===== src/rtl/rx_frame_sequencer.sv =====
// rx_frame_sequencer: receive-side Ethernet frame controller.
// Walks the 14-byte header with a 4-bit byte counter and captures the
// destination MAC, source MAC and EtherType. The payload is then passed
// straight through to the consumer. At frame end it reports the payload
// length and classifies the frame as good, runt, oversize or MAC-bad.
// Optional feature macro: RX_DA_FILTER_EN. When it is defined, frames whose
// destination is neither LOCAL_MAC nor broadcast are discarded.
module rx_frame_sequencer #(
  parameter logic [47:0] LOCAL_MAC   = 48'h02_00_00_00_00_01,
  parameter int          MAX_PAYLOAD = 1500
) (
  input  logic        clk,
  input  logic        rst,
  input  logic [7:0]  s_tdata,
  input  logic        s_tvalid,
  input  logic        s_tlast,
  input  logic        s_tuser,
  output logic        s_tready,
  output logic [7:0]  m_tdata,
  output logic        m_tvalid,
  output logic        m_tlast,
  input  logic        m_tready,
  output logic        hdr_valid,
  output logic [47:0] hdr_dst,
  output logic [47:0] hdr_src,
  output logic [15:0] hdr_type,
  output logic [10:0] pay_len,
  output logic        frame_done,
  output logic        frame_err,
  output logic [1:0]  err_code,
  output logic        frame_drop
);

  typedef enum logic [1:0] {
    IDLE = 2'd0,
    HDR  = 2'd1,
    PAY  = 2'd2,
    DROP = 2'd3
  } state_t;

  localparam logic [10:0] LEN_SAT = 11'd2047;

  state_t        r_state;
  logic [3:0]    r_cnt;
  logic [103:0]  r_hdr_buf;
  logic [10:0]   r_len;
  logic          r_hdr_valid;
  logic [47:0]   r_hdr_dst;
  logic [47:0]   r_hdr_src;
  logic [15:0]   r_hdr_type;
  logic [10:0]   r_pay_len;
  logic          r_frame_done;
  logic          r_frame_err;
  logic [1:0]    r_err_code;

  logic          w_in_pay;
  logic          w_ready;
  logic          w_accept;
  logic          w_last_hdr;
  logic          w_keep;
  logic [111:0]  w_hdr_full;
  logic [10:0]   w_len_next;
  logic [1:0]    w_pay_code;

  // Ready is held low during reset. Outside PAY the block always accepts
  // bytes. Inside PAY the consumer's ready is passed back upstream.
  assign w_in_pay   = (r_state == PAY);
  assign w_ready    = ~rst & (w_in_pay ? m_tready : 1'b1);
  assign w_accept   = s_tvalid & w_ready;
  assign w_last_hdr = (r_cnt == 4'd13);
  assign w_hdr_full = {r_hdr_buf, s_tdata};
  assign w_len_next = (r_len == LEN_SAT) ? r_len : r_len + 11'd1;

  assign s_tready   = w_ready;
  assign m_tdata    = w_in_pay ? s_tdata : 8'h00;
  assign m_tvalid   = w_in_pay & s_tvalid;
  assign m_tlast    = w_in_pay & s_tlast;

  assign hdr_valid  = r_hdr_valid;
  assign hdr_dst    = r_hdr_dst;
  assign hdr_src    = r_hdr_src;
  assign hdr_type   = r_hdr_type;
  assign pay_len    = r_pay_len;
  assign frame_done = r_frame_done;
  assign frame_err  = r_frame_err;
  assign err_code   = r_err_code;

  // Error code for a payload frame's last beat. A MAC-bad flag takes
  // priority over the oversize check.
  always_comb begin
    w_pay_code = 2'b00;
    if (s_tuser) begin
      w_pay_code = 2'b11;
    end else if (int'(w_len_next) > MAX_PAYLOAD) begin
      w_pay_code = 2'b10;
    end
  end

`ifdef RX_DA_FILTER_EN
  logic        r_keep;
  logic        r_frame_drop;
  logic [47:0] w_dst_now;

  assign w_dst_now  = {r_hdr_buf[39:0], s_tdata};
  assign w_keep     = r_keep;
  assign frame_drop = r_frame_drop;

  // Decide whether to accept the destination once all six bytes are in.
  // The remaining header bytes are still consumed afterwards.
  always_ff @(posedge clk or posedge rst) begin
    if (rst) begin
      r_keep <= 1'b1;
    end else if ((r_state == HDR) && w_accept && (r_cnt == 4'd5)) begin
      r_keep <= (w_dst_now == LOCAL_MAC) || (w_dst_now == 48'hFFFF_FFFF_FFFF);
    end
  end

  // Pulse the drop flag one cycle after the last header byte of a
  // rejected frame.
  always_ff @(posedge clk or posedge rst) begin
    if (rst) begin
      r_frame_drop <= 1'b0;
    end else begin
      r_frame_drop <= (r_state == HDR) && w_accept && w_last_hdr && !r_keep;
    end
  end
`else
  // Without filtering every frame is kept. The station address is folded
  // into the constant so the parameter stays referenced.
  assign w_keep     = 1'b1 | (|LOCAL_MAC);
  assign frame_drop = 1'b0;
`endif

  // Main sequencer: header counting and capture, payload length tracking,
  // and the registered header and end-of-frame reporting.
  always_ff @(posedge clk or posedge rst) begin
    if (rst) begin
      r_state      <= IDLE;
      r_cnt        <= 4'd0;
      r_hdr_buf    <= '0;
      r_len        <= 11'd0;
      r_hdr_valid  <= 1'b0;
      r_hdr_dst    <= 48'h0;
      r_hdr_src    <= 48'h0;
      r_hdr_type   <= 16'h0;
      r_pay_len    <= 11'd0;
      r_frame_done <= 1'b0;
      r_frame_err  <= 1'b0;
      r_err_code   <= 2'b00;
    end else begin
      r_hdr_valid  <= 1'b0;
      r_frame_done <= 1'b0;
      r_frame_err  <= 1'b0;
      case (r_state)
        IDLE: begin
          if (w_accept) begin
            r_hdr_buf <= {r_hdr_buf[95:0], s_tdata};
            if (s_tlast) begin
              r_frame_done <= 1'b1;
              r_frame_err  <= 1'b1;
              r_err_code   <= 2'b01;
            end else begin
              r_cnt   <= 4'd1;
              r_state <= HDR;
            end
          end
        end
        HDR: begin
          if (w_accept) begin
            r_hdr_buf <= {r_hdr_buf[95:0], s_tdata};
            if (w_last_hdr) begin
              r_cnt <= 4'd0;
              r_len <= 11'd0;
              if (w_keep) begin
                r_hdr_valid <= 1'b1;
                r_hdr_dst   <= w_hdr_full[111:64];
                r_hdr_src   <= w_hdr_full[63:16];
                r_hdr_type  <= w_hdr_full[15:0];
              end
              if (s_tlast) begin
                r_state <= IDLE;
                if (w_keep) begin
                  r_frame_done <= 1'b1;
                  r_frame_err  <= s_tuser;
                  r_err_code   <= s_tuser ? 2'b11 : 2'b00;
                  r_pay_len    <= 11'd0;
                end
              end else begin
                r_state <= w_keep ? PAY : DROP;
              end
            end else if (s_tlast) begin
              r_cnt        <= 4'd0;
              r_state      <= IDLE;
              r_frame_done <= 1'b1;
              r_frame_err  <= 1'b1;
              r_err_code   <= 2'b01;
            end else begin
              r_cnt <= r_cnt + 4'd1;
            end
          end
        end
        PAY: begin
          if (w_accept) begin
            r_len <= w_len_next;
            if (s_tlast) begin
              r_state      <= IDLE;
              r_frame_done <= 1'b1;
              r_frame_err  <= |w_pay_code;
              r_err_code   <= w_pay_code;
              r_pay_len    <= w_len_next;
            end
          end
        end
        DROP: begin
          if (w_accept && s_tlast) begin
            r_state <= IDLE;
          end
        end
        default: begin
          r_state <= IDLE;
        end
      endcase
    end
  end

endmodule


===== config.mk =====
export PLATFORM = sky130hd
export DESIGN_NAME = rx_frame_sequencer
export DESIGN_NICKNAME = d
export VERILOG_FILES = /design/src/rtl/rx_frame_sequencer.sv
export SDC_FILE = /design/constraint.sdc
export NUM_CORES = 1
export LEC_CHECK = 0
export ABC_AREA = 1
export BUFFER_PORTS_ARGS = -buffer_cell sky130_fd_sc_hd__buf_2
export CORE_UTILIZATION = 51
export CTS_CLUSTER_DIAMETER = 150
export DETAILED_ROUTE_END_ITERATION = 8
export GPL_ROUTABILITY_DRIVEN = 0
export PLACE_DENSITY = 0.75
export SLEW_MARGIN = 20
export SYNTH_ARGS = -nofsm -noshare
export SYNTH_HDL_FRONTEND = slang
export SYNTH_SLANG_ARGS = --single-unit

===== constraint.sdc =====
create_clock -name clk -period 8.8 [get_ports clk]
set_input_delay 1.76 -clock clk [delete_from_list [all_inputs] [get_ports clk]]
set_output_delay 1.76 -clock clk [all_outputs]
set_load 0.01 [all_outputs]

==> results.py <==
metrics = {
    "status": {
        "outcome": "complete, no violations",
    },
    "power_and_ir_drop": {
        "vdd_drop_max_mv": 0.1752,
        "pwr-share-clk": 0.351,
        "power_density_nw_per_um2": 273.1,
        "intPower_uw": 2234,
        "power.switching_uw": 962.6,
        "power_uw": 3197,
        "netSwitchingFraction": 0.3011,
        "pwr-share-comb": 0.190,
        "sequentialPowerShare": 0.459,
        "leakage_uw": 0.005995,
    },
    "finish": {
        "area_growth_pct": 17.95,
        "multi_input_area_um2": 2927,
        "layout-drive-gt1-share": 0.1861,
        "fin_util": 0.6196,
        "final_common_cell": "dfrtp_1",
        "seqCellArea_um2": 6231,
        "layout_common_cells": "dfrtp_1, nand2_1, buf_2",
        "final_nets": 1213,
        "diodes": 0,
        "nFillCells": 1609,
    },
    "yosys": {
        "syn_avg_cell_area_um2": 9.372,
        "syn-instance-count": 1059,
        "ys_ff_latch": 249,
        "synth.distinct_cells": 37,
        "yosys-top-cells-area": "dfrtp_1, nand2_1, o21ai_0",
        "syn_area_um2": 9925,
        "synthArstFlopShare": 1.000,
        "yosys_warnings": 0,
        "synth_nets": 1081,
        "synthFlopType": "dfrtp_1",
        "yosysTopAreaCell": "dfrtp_1",
        "synth_edf_count": 0,
        "ys_seq_area_frac": 0.6278,
        "synth.top_cell.area_share": 0.6278,
    },
    "setup_path": {
        "crit_start": "r_state[0]",
        "cp-end-kind": "primary output",
        "startpoint_type": "flip-flop",
        "criticalPathCategory": "flip-flop to primary output",
        "crit_slowest_cell": "ha_1",
        "crit_required_ps": 7040,
        "cpPeakStageDelay_ps": 710,
        "crit_chain": "inv_1 > ha_1 > inv_2 > nor2_1 > nor2_2 > buf_2",
        "r2r_start": "r_state[0]",
        "worst_ep_arrival_time_ps": 2440,
        "path_max_fanout": 20,
    },
    "clock_tree": {
        "cts_root_buffer": "clkbuf_16",
        "cts_tree": "yes",
        "hold_buffers": 0,
        "cts_max_level": 1,
        "insertion_delay_ps": 510,
        "cts-resized-gates": 0,
        "post_cts_buffers": 0,
        "numCtsBuffers": 26,
        "tritoncts_num_sinks": 249,
        "clk_path_buf_depth": 3,
        "clk_pin_slew_ps": 60,
    },
    "floorplan": {
        "rows": 50,
        "core_um2": 18890,
        "fp.dieH_um": 141.5,
        "io_pins": 154,
        "dieArea_um2": 20020,
        "start_util": 0.5253,
        "fp.dieW_um": 141.5,
    },
    "timing": {
        "setup_viol": 0,
        "finalHoldViolCount": 0,
        "whs_ps": 466.3,
        "worst_pin_slew_ps": 1060,
        "finClkSkew_ps": 13.34,
        "min_period_over_period": 0.4778,
        "drv_slew": 0,
        "slew_headroom": 0.2935,
        "clock.fmax_ghz": 0.2379,
        "setup-tns-final_ps": 0,
        "grt_setup_unrepaired": "no",
        "fin_crit_ps": 4204,
    },
    "routing": {
        "wl_per_cell_um": 13.58,
        "dr_total_vias": 7217,
        "first_pass_iters": 7,
        "drc_errors": 0,
        "drt_iter0_drc": 394,
        "routed_wl_um": 19950,
        "drtAntennaViolNets": 0,
        "viasPerCell": 4.913,
    },
    "grt": {
        "antenna_found_initial": 0,
        "grt.overflow.total": 0,
        "grt_pass1_wl_um": 33310,
        "first_global_vias": 6750,
        "grt.total_usage": 0.2063,
        "grt_max_degree": 206,
    },
    "job": {
        "maxCapViolCount": 0,
    },
    "min_path": {
        "hold_path_class": "flip-flop to flip-flop",
        "hp-start": "pay_len[2]",
    },
    "placed_design": {
        "dp_hpwl_um": 12730,
        "port_buffers": 152,
    },
}
## cell usage after synthesis (2+ instances only)
| cell type | count |
|---|---|
| buf_4 | 7 |
| o21ai_0 | 122 |
| nand4_1 | 5 |
| nand2_1 | 192 |
| nor2_4 | 3 |
| o21ai_1 | 2 |
| buf_1 | 2 |
| mux2_2 | 11 |
| nor2_1 | 120 |
| clkbuf_1 | 20 |
| nor2_2 | 3 |
| nand3_1 | 9 |
| nand2_2 | 4 |
| inv_2 | 3 |
| inv_1 | 138 |
| dfrtp_1 | 249 |
| ha_1 | 8 |
| a21oi_1 | 116 |
| o22ai_1 | 3 |
| nor3_1 | 4 |
| buf_2 | 22 |
## through the flow
step	std cells	cell area (µm²)	worst slack (ps)
after floorplan	1059	9925	196.7
after global placement	1423	10810	4539
after detailed placement	1423	10810	4493
after CTS	1469	11700	4587
after global routing	1469	11710	4442
final	1469	11710	4596
## kinds of logic after synthesis
logic type,count (synthesis),synth area share
other,1,0.0003779
xor gates and xnor gates,2,0.001765
DFF,249,0.6278
and+or+nand+nor,346,0.1404
buffers and inverters,193,0.07917
adders and majority gates,8,0.01009
AOI/OAI and AO/OA,249,0.1278
muxes,11,0.01248
## worst paths after layout
check                      slack, ps          end  cells after the start
hold / removal                   470   pay_len[2]                      2
max in group asynchronous       6120   hdr_src[1]                      3
hold reg to reg                  470   pay_len[2]                      2
min in group asynchronous       1350  err_code[1]                      2
setup / recovery                4600     s_tready                      6
setup reg to reg                5060  hdr_dst[46]                      9
## cell type report
| type | count | area share |
|---|---|---|
| Sequential cell | 249 | 0.5323 |
| Timing Repair Buffer | 156 | 0.06787 |
| Tap cell | 260 | 0.02779 |
| Inverter | 141 | 0.04585 |
| Clock inverter | 8 | 0.01069 |
| Multi-Input combinational cell | 617 | 0.2500 |
| Clock buffer | 38 | 0.06552 |
## routing by layer
layer	wire length, µm	track usage	up-vias
li1	-	-	3598
met1	9400	0.3008	3405
met2	9181	0.3233	192
met5	0	0	-
met4	265	0.04867	0
met3	1099	0.03712	22
## sequential cells by signal, indices dropped and copies added, names as in the netlist, 2 cells and up
register and flops:
r_state 2, err_code 2, r_len 11, r_cnt 4, r_hdr_buf 104, hdr_type 16, pay_len 11, hdr_dst 48
hdr_src 48
## worst max-delay path, delay by kind of cell (launching register included)
family | cells | cell delay (ps)
buffers and inverters | 3 | 500
flip-flops | 1 | 420
AND/OR/NAND/NOR | 2 | 300
adder cells (fa/ha/maj) | 1 | 710
## power by group through the flow
stage                     clock network, µW  logic [µW]  registers (µW)
after floorplan                           0         425            1480
after global placement                    0         587            1480
after detailed placement                  0         604            1480
after CTS                              1150         617            1470
after global routing                   1200         702            1490
final                                  1120         606            1470
Power figures use the tool's default switching activity.
